==> config.mk <==
export PLATFORM = sky130hd
export DESIGN_NAME = trace_stack
export DESIGN_NICKNAME = d
export VERILOG_FILES = /design/src/rtl/trace_stack.sv
export SDC_FILE = /design/constraint.sdc
export NUM_CORES = 1
export LEC_CHECK = 0
export ABC_AREA = 1
export CORE_ASPECT_RATIO = 1.4
export CORE_MARGIN = 3
export CORE_UTILIZATION = 30
export DETAILED_ROUTE_END_ITERATION = 8
export MAX_ROUTING_LAYER = met4
export SYNTH_ARGS = -nofsm -noshare
export SYNTH_HDL_FRONTEND = slang
export SYNTH_SLANG_ARGS = --single-unit
==> constraint.sdc <==
create_clock -name clock_i -period 3.14 [get_ports clock_i]
set_input_delay 0.628 -clock clock_i [delete_from_list [all_inputs] [get_ports clock_i]]
set_output_delay 0.628 -clock clock_i [all_outputs]
set_load 0.02 [all_outputs]
==> src/rtl/trace_stack.sv <==
// trace_stack: LIFO of DPLL variable assignments with registered top-of-stack, depth and decision level.
// Optional TRACE_STATS_EN macro enables the max_depth high-water register; otherwise max_depth_o is 0.
module trace_stack #(
  parameter int VAR_BITS = 5,
  parameter int DEPTH    = 32
) (
  input  logic                clock_i,
  input  logic                reset_i,
  input  logic                push_trace_i,
  input  logic [VAR_BITS-1:0] var_in_trace_i,
  input  logic                val_in_trace_i,
  input  logic                type_in_trace_i,
  input  logic                pop_trace_i,
  output logic [VAR_BITS-1:0] var_out_trace_o,
  output logic                val_out_trace_o,
  output logic                type_out_trace_o,
  output logic                empty_trace_o,
  output logic                full_trace_o,
  output logic [VAR_BITS:0]   count_o,
  output logic [VAR_BITS:0]   decision_level_o,
  output logic                overflow_o,
  output logic                underflow_o,
  output logic [VAR_BITS:0]   max_depth_o
);
  localparam int CW = VAR_BITS + 1;
  localparam int AW = DEPTH > 1 ? $clog2(DEPTH) : 1;
  typedef struct packed {
    logic [VAR_BITS-1:0] v;
    logic                val;
    logic                typ;
  } ent_t;
  ent_t           mem [DEPTH];
  ent_t           top_q, top_d, in_e, below;
  logic [CW-1:0]  count_q, count_d, dl_q, dl_d;
  logic           ovf_q, ovf_d, unf_q, unf_d;
  logic           empty, full, rep, psh, pp, we;
  logic [AW-1:0]  wr_idx;
  assign in_e   = '{v: var_in_trace_i, val: val_in_trace_i, typ: type_in_trace_i};
  assign empty  = count_q == '0;
  assign full   = count_q == CW'(DEPTH);
  // Entry just below the top; becomes the new top on a plain pop.
  assign below  = count_q > CW'(1) ? mem[AW'(count_q - CW'(2))] : '0;
  assign wr_idx = AW'(rep ? count_q - CW'(1) : count_q);
  always_comb begin
    rep     = push_trace_i && pop_trace_i && !empty;
    psh     = push_trace_i && (pop_trace_i ? empty : !full);
    pp      = pop_trace_i && !push_trace_i && !empty;
    we      = rep || psh;
    count_d = psh ? count_q + CW'(1) : pp ? count_q - CW'(1) : count_q;
    dl_d    = dl_q + CW'(we && !in_e.typ) - CW'((rep || pp) && !top_q.typ);
    top_d   = we ? in_e : pp ? below : top_q;
    ovf_d   = ovf_q || (push_trace_i && !pop_trace_i && full);
    unf_d   = unf_q || (pop_trace_i && !push_trace_i && empty);
  end
  always_ff @(posedge clock_i or posedge reset_i) begin
    if (reset_i) begin
      count_q <= '0;
      dl_q    <= '0;
      top_q   <= '0;
      ovf_q   <= 1'b0;
      unf_q   <= 1'b0;
    end else begin
      count_q <= count_d;
      dl_q    <= dl_d;
      top_q   <= top_d;
      ovf_q   <= ovf_d;
      unf_q   <= unf_d;
    end
  end
  always_ff @(posedge clock_i) begin
    if (we && !reset_i) mem[wr_idx] <= in_e;
  end
`ifdef TRACE_STATS_EN
  logic [CW-1:0] max_q;
  always_ff @(posedge clock_i or posedge reset_i) begin
    if (reset_i) max_q <= '0;
    else if (count_d > max_q) max_q <= count_d;
  end
  assign max_depth_o = max_q;
`else
  assign max_depth_o = '0;
`endif
  assign var_out_trace_o  = top_q.v;
  assign val_out_trace_o  = top_q.val;
  assign type_out_trace_o = top_q.typ;
  assign empty_trace_o    = empty;
  assign full_trace_o     = full;
  assign count_o          = count_q;
  assign decision_level_o = dl_q;
  assign overflow_o       = ovf_q;
  assign underflow_o      = unf_q;
endmodule
==> results of run 1 <==
## per-stage QoR
step | total power [uW] | worst slack [ns] | instance area (um2)
final | 11700 | 0.329 | 12500
after global routing | 12400 | 0.0953 | 12500
after CTS | 11800 | 0.291 | 12500
after detailed placement | 8680 | 0.0529 | 11600
after global placement | 8630 | 0.0546 | 11600
after floorplan | 7140 | 0.0193 | 10700
## path summary, 6_finish.rpt
kind	start	end	slack, ns	cells past startpoint
max	count_o[0]	full_trace_o	0.33	5
min	underflow_o	underflow_o	0.48	1
max reg2reg	count_o[0]	decision_level_o[4]	0.42	15
min reg2reg	underflow_o	underflow_o	0.48	1
max in group asynchronous	reset_i	decision_level_o[3]	2.00	3
min in group asynchronous	reset_i	count_o[3]	0.57	2
## cells by family (layout without fill, tap and decap cells)
kind of cell	count (synthesis)	count (layout)	share of synthesized area, %
other	1	6	0.0354
buffers and inverters	102	171	4.18
adder cells (fa/ha/maj)	13	13	1.61
flip-flops	245	245	68.4
XOR/XNOR	14	14	1.40
AO/OA/AOI/OAI	168	168	9.24
AND/OR/NAND/NOR	383	383	15.1
## flip-flops by register name, summed over array words and instances (netlist names)
name	count
count_o	6
decision_level_o	6
mem	224
overflow_o	1
type_out_trace_o	1
underflow_o	1
val_out_trace_o	1
var_out_trace_o	5
## layout make-up
cell class	count	area share, %
inverter	49	1.49
sequential	245	58.1
multi-input combinational	584	23.6
tap	451	4.52
timing repair buffer	78	5.45
clock buffer	25	5.01
clock inverter	19	1.83
## synthesized netlist by cell type
cell type	n
conb_1	1
o21ai_2	4
and2_4	1
buf_2	19
inv_2	5
edfxtp_1	224
clkinv_1	1
nand3_1	65
nor2_1	185
fa_1	1
nor3_2	1
nand3_2	4
nand2_2	1
inv_1	42
inv_4	1
nand2_4	1
or2_2	1
clkbuf_1	22
xor2_2	1
a211oi_1	1
nand4_1	1
o21ai_0	112
o211ai_1	42
xor2_1	10
buf_1	4
o221ai_1	3
nor2_2	4
ha_1	12
nand2_8	1
a21oi_1	4
nor2_4	1
xor2_4	1
o21bai_1	2
dfrtp_1	21
buf_4	7
buf_6	1
xnor2_1	2
nand2_1	117
## routing by layer
metal  routed length [um]  share of wire, %  global-route usage (%)  vias up
met1                10100                42                    16.2     3325
met3                  948               4.0                    1.47       34
met4                  587               2.4                    4.41        0
li1                     -                 -                       -     3338
met2                12300                51                    22.4      154
met5                    0                 0                       -        -
## worst max-delay path: stages, from the launching register on
cell and delay (ns):
dfrtp_4 0.50, inv_2 0.09, ha_4 0.16, nand2_2 0.08, nor3_4 0.19, clkdlybuf4s50_1 0.64
## power by group through the flow
stage	Combinational [uW]	Clock, uW	Sequential [uW]
final	4630	3080	3960
after global routing	5150	3280	3980
after CTS	4660	3130	3960
after detailed placement	4650	0	4030
after global placement	4600	0	4030
after floorplan	3010	0	4140
==> impl_results.md, run 1 <==
* Number of global-route vias before repair at 6714
* Worst setup SP type: register
* Setup violations, final at 0
* Internal Power at 7220 uW
* Initial antenna violation count at 0
* Clock Latency Late Sink at 0.52 ns
* DR iter-0 viols at 547
* Final antenna-violating net count at 0
* Via count at 6851
* WS Path Type: register to output pin
* Post-CTS sizing at 0
* Area leader, netlist: edfxtp_1
* I/O pin count at 40
* Core Rows at 80
* CTS sink count at 245
* Die Footprint at 37700 um2
* Synthesized area at 10600 um2
* Worst Path Max Fanout at 4
* Fillers at 3369
* Switching Power at 4450 uW
* Peak supply drop at 0.000827 V
* Wirelength per Cell at 16.5 um
* Hold Buf Count CTS at 0
* Core area at 34400 um2
* Status: finished clean
* DRT Pass-1 Iters at 5
* Worst Skew at 0.0204 ns
* Post-synthesis sequential area ratio at 68.4%
* Clock Pin Slew Worst Setup and Hold Paths at 0.07 ns
* Clk buf depth at 3
* Mapped Avg Cell Area at 11.4 um2
* Layout area overhead at 17.9%
* Placed Instances at 1407
* DR DRC count at 0
* GRT overflow at 0
* Die Width at 165 um
* Leakage at 0.00443 uW
* Finished Layout Cells at 1451
* Fmax at 0.356 GHz
* Area share of the largest cell type after synthesis at 63.4%
* Clock power frac at 26.4%
* Period utilization at 89.5%
* Layout cells sized above 1 at 11.9%
* Util after Layout at 36.3%
* Distinct cells, synth at 38
* Combinational Power Share at 39.7%
* Dpl hpwl at 15300 um
* Clock root cell: clkbuf_16
* Placer congestion estimate at 0.802
* Critical Path AT at 2.18 ns
* Seq. cell area at 7260 um2
* Max-cap violations at 0
* H-tree depth at 1
* GRT Total Usage at 13.2%
* Worst setup EP type: output pin
* Die Y at 228 um
* Ranking of synthesized cells by area: edfxtp_1 63%, nor2_1 6.6%, o21ai_0 5.3%, dfrtp_1 5.0%, nand2_1 4.1%
* Most frequent cells in the layout: 224 x edfxtp_1, 185 x nor2_1, 114 x nand2_1
* #FFs+latches synth at 245
* Critical path required time at 2.51 ns
* Final #Nets at 1006
* HP Class: register to register
* Largest net degree at the start of global routing at 119
* Post-Route WL at 24000 um
* Fin. max-slew vios at 0
* Vias/cell at 4.72
* CTS tree: yes
* Hold Vio Cnt, Final at 0
* Most common cell after layout, fill and taps aside: edfxtp_1
* Worst-margin pin slew at 1.22 ns
* Pwr/cell area at 934 nW/um2
* Tmin final at 2.81 ns
* Setup TNS at 0 ns
* Flop pwr share at 33.9%
* Synth Warn # at 0
* Syn Inst Count at 926
* Number of diodes at 0
* Switching portion of total power at 38.1%
* Buffers added on ports at 33
* Worst slew margin relative to its limit at 18.0%
* CTS Buf Count at 24
* Multi-input gate area at 2950 um2
* RSZ-0062 raised after global routing: no
* First-pass GRT wire length at 37800 um
* Initial Util at 30.8%
* Hold WS at 0.484 ns
* Setup Fix Bufs, Post-CTS at 0
Note: power is estimated with default switching activity, not from simulation.
==> run 2: changes to the inputs <==
Settings changed: RECOVER_POWER set to 25.
==> run 2 against run 1 <==
  * The run now ends with max-capacitance violations, max-slew violations left
  * Worst hold slack barely moved
  * Sequential cell count stayed put
  * Sequential power about the same
  * Clock skew decreased by 0.00092 ns
  * Fmax is essentially flat
  * Final cell count did not move
  * Routed wire length grew 0.26%
  * Combinational power about the same
==> impl_results.md, run 2 (same netlist as run 1, synthesis figures left out) <==
* Die Y at 228 um (unchanged)
* Setup violations, final at 0 (unchanged)
* Setup Fix Bufs, Post-CTS at 0 (unchanged)
* Core area at 34400 um2 (unchanged)
* Leakage at 0.00441 uW (was 0.00443 uW)
* Fin. max-slew vios at 170 (was 0)
* Vias/cell at 4.73 (was 4.72)
* FF-to-FF setup slack at 0.42 ns (about the same)
* Util after Layout at 36.2% (was 36.3%)
* Initial Util at 30.8% (unchanged)
* Dpl hpwl at 15300 um (unchanged)
* Setup TNS at 0 ns (unchanged)
* Critical Path AT at 2.18 ns (about the same)
* Initial antenna violation count at 0 (unchanged)
* Die Footprint at 37700 um2 (unchanged)
* Area after DPL at 11600 um2 (unchanged)
* Worst setup EP type: output pin (unchanged)
* Layout cells sized above 1 at 11.4% (was 11.9%)
* First-pass GRT wire length at 37800 um (unchanged)
* Wirelength per Cell at 16.6 um (was 16.5 um)
* Worst slew margin relative to its limit at -13.0% (was 18.0%)
* Seq. cell area at 7260 um2 (unchanged)
* Clock root cell: clkbuf_16 (unchanged)
* Final antenna-violating net count at 0 (unchanged)
* Final #Nets at 1006 (unchanged)
* Most frequent cells in the layout: 224 x edfxtp_1, 185 x nor2_1, 114 x nand2_1 (unchanged)
* Peak supply drop at 0.000829 V (was 0.000827 V)
* Number of diodes at 0 (unchanged)
* Finished Layout Cells at 1451 (unchanged)
* Max reg flops at 224 (unchanged)
* Fillers at 3369 (unchanged)
* Worst Skew at 0.0194 ns (was 0.0204 ns)
* Buffers added on ports at 33 (unchanged)
* Die Width at 165 um (unchanged)
* Max-cap violations at 5 (was 0)
* Status: finished with violations (was finished clean)
* Hold path cells at 1 (unchanged)
* Hold Vio Cnt, Final at 0 (unchanged)
* Post-CTS sizing at 0 (unchanged)
* DR DRC count at 0 (unchanged)
* Fmax at 0.356 GHz (about the same)
* CTS Buf Count at 24 (unchanged)
* Failing checks: max-capacitance violations, max-slew violations
* Worst Path Max Fanout at 4 (unchanged)
* Worst setup SP type: register (unchanged)
* HP Class: register to register (unchanged)
* Clock Latency Late Sink at 0.52 ns (about the same)
* Multi-input gate area at 2950 um2 (unchanged)
* Tmin final at 2.81 ns (about the same)
* Post-Route WL at 24000 um (about the same)
* Core Rows at 80 (unchanged)
* RSZ-0062 raised after global routing: no (unchanged)
* DR iter-0 viols at 543 (was 547)
* CTS sink count at 245 (unchanged)
* Reg with most FFs: mem (unchanged)
* H-tree depth at 1 (unchanged)
* Clock Pin Slew Worst Setup and Hold Paths at 0.07 ns (about the same)
* WS Path Type: register to output pin (unchanged)
* Layout area overhead at 17.7% (was 17.9%)
* Period utilization at 89.5% (about the same)
* Hold Buf Count CTS at 0 (unchanged)
* Post-route cell area at 12500 um2 (about the same)
* I/O pin count at 40 (unchanged)
* Most common cell after layout, fill and taps aside: edfxtp_1 (unchanged)
* CTS tree: yes (unchanged)
* Worst-margin pin slew at 1.69 ns (was 1.22 ns)
* Reg2Reg Depth at 15 (unchanged)
* Clk buf depth at 3 (unchanged)
* Pwr/cell area at 935 nW/um2 (was 934 nW/um2)
* DRT Pass-1 Iters at 5 (unchanged)
* Placed Instances at 1407 (unchanged)
* Via count at 6860 (was 6851)
* GRT overflow at 0 (unchanged)
* Largest net degree at the start of global routing at 119 (unchanged)
* Placer congestion estimate at 0.802 (unchanged)
* GRT Total Usage at 13.2% (unchanged)
* Critical path required time at 2.51 ns (about the same)
* Number of global-route vias before repair at 6714 (unchanged)
run 2: cell type report:
class | instances | share of cell area [%]
clock buffers | 25 | 5.01
repair buffers | 78 | 5.31
well taps | 451 | 4.52
flip-flops and latches | 245 | 58.2
inverters | 49 | 1.49
multi-input cells | 584 | 23.7
clock inverters | 19 | 1.84
run 2: critical path: stages (launching register included):
cell and delay, ns:
dfrtp_4 0.50, inv_2 0.09, ha_4 0.16, nand2_2 0.08, nor3_4 0.19, clkdlybuf4s50_1 0.64
run 2: layer usage:
layer  GRT usage (%)  up-vias  wire (um)
li1                -     3338          -
met1            16.2     3321      10100
met2            22.4      167      12300
met3            1.47       34       1090
met4            4.41        0        578
met5               -        -          0
run 2: per-stage QoR:
stage	worst slack [ns]	power [uW]	hold WS, ns
2_1_floorplan	0.0193	7140	0.592
3_3_place_gp	0.0546	8630	0.467
3_5_place_dp	0.0529	8680	0.466
4_1_cts	0.291	11800	0.484
5_1_grt	0.0953	12400	0.510
6_report	0.329	11700	0.484
run 2: power by group:
part | internal, uW | total (uW) | switching [uW]
logic | 1550 | 4620 | 3070
registers | 3800 | 3960 | 160
clock network | 1870 | 3080 | 1220
run 2: path summary, 6_finish.rpt:
path	start	endpoint
setup / recovery	count_o[0]	full_trace_o
hold / removal	underflow_o	underflow_o
setup reg to reg	count_o[0]	decision_level_o[4]
hold reg to reg	underflow_o	underflow_o
max in group asynchronous	reset_i	decision_level_o[3]
min in group asynchronous	reset_i	count_o[3]
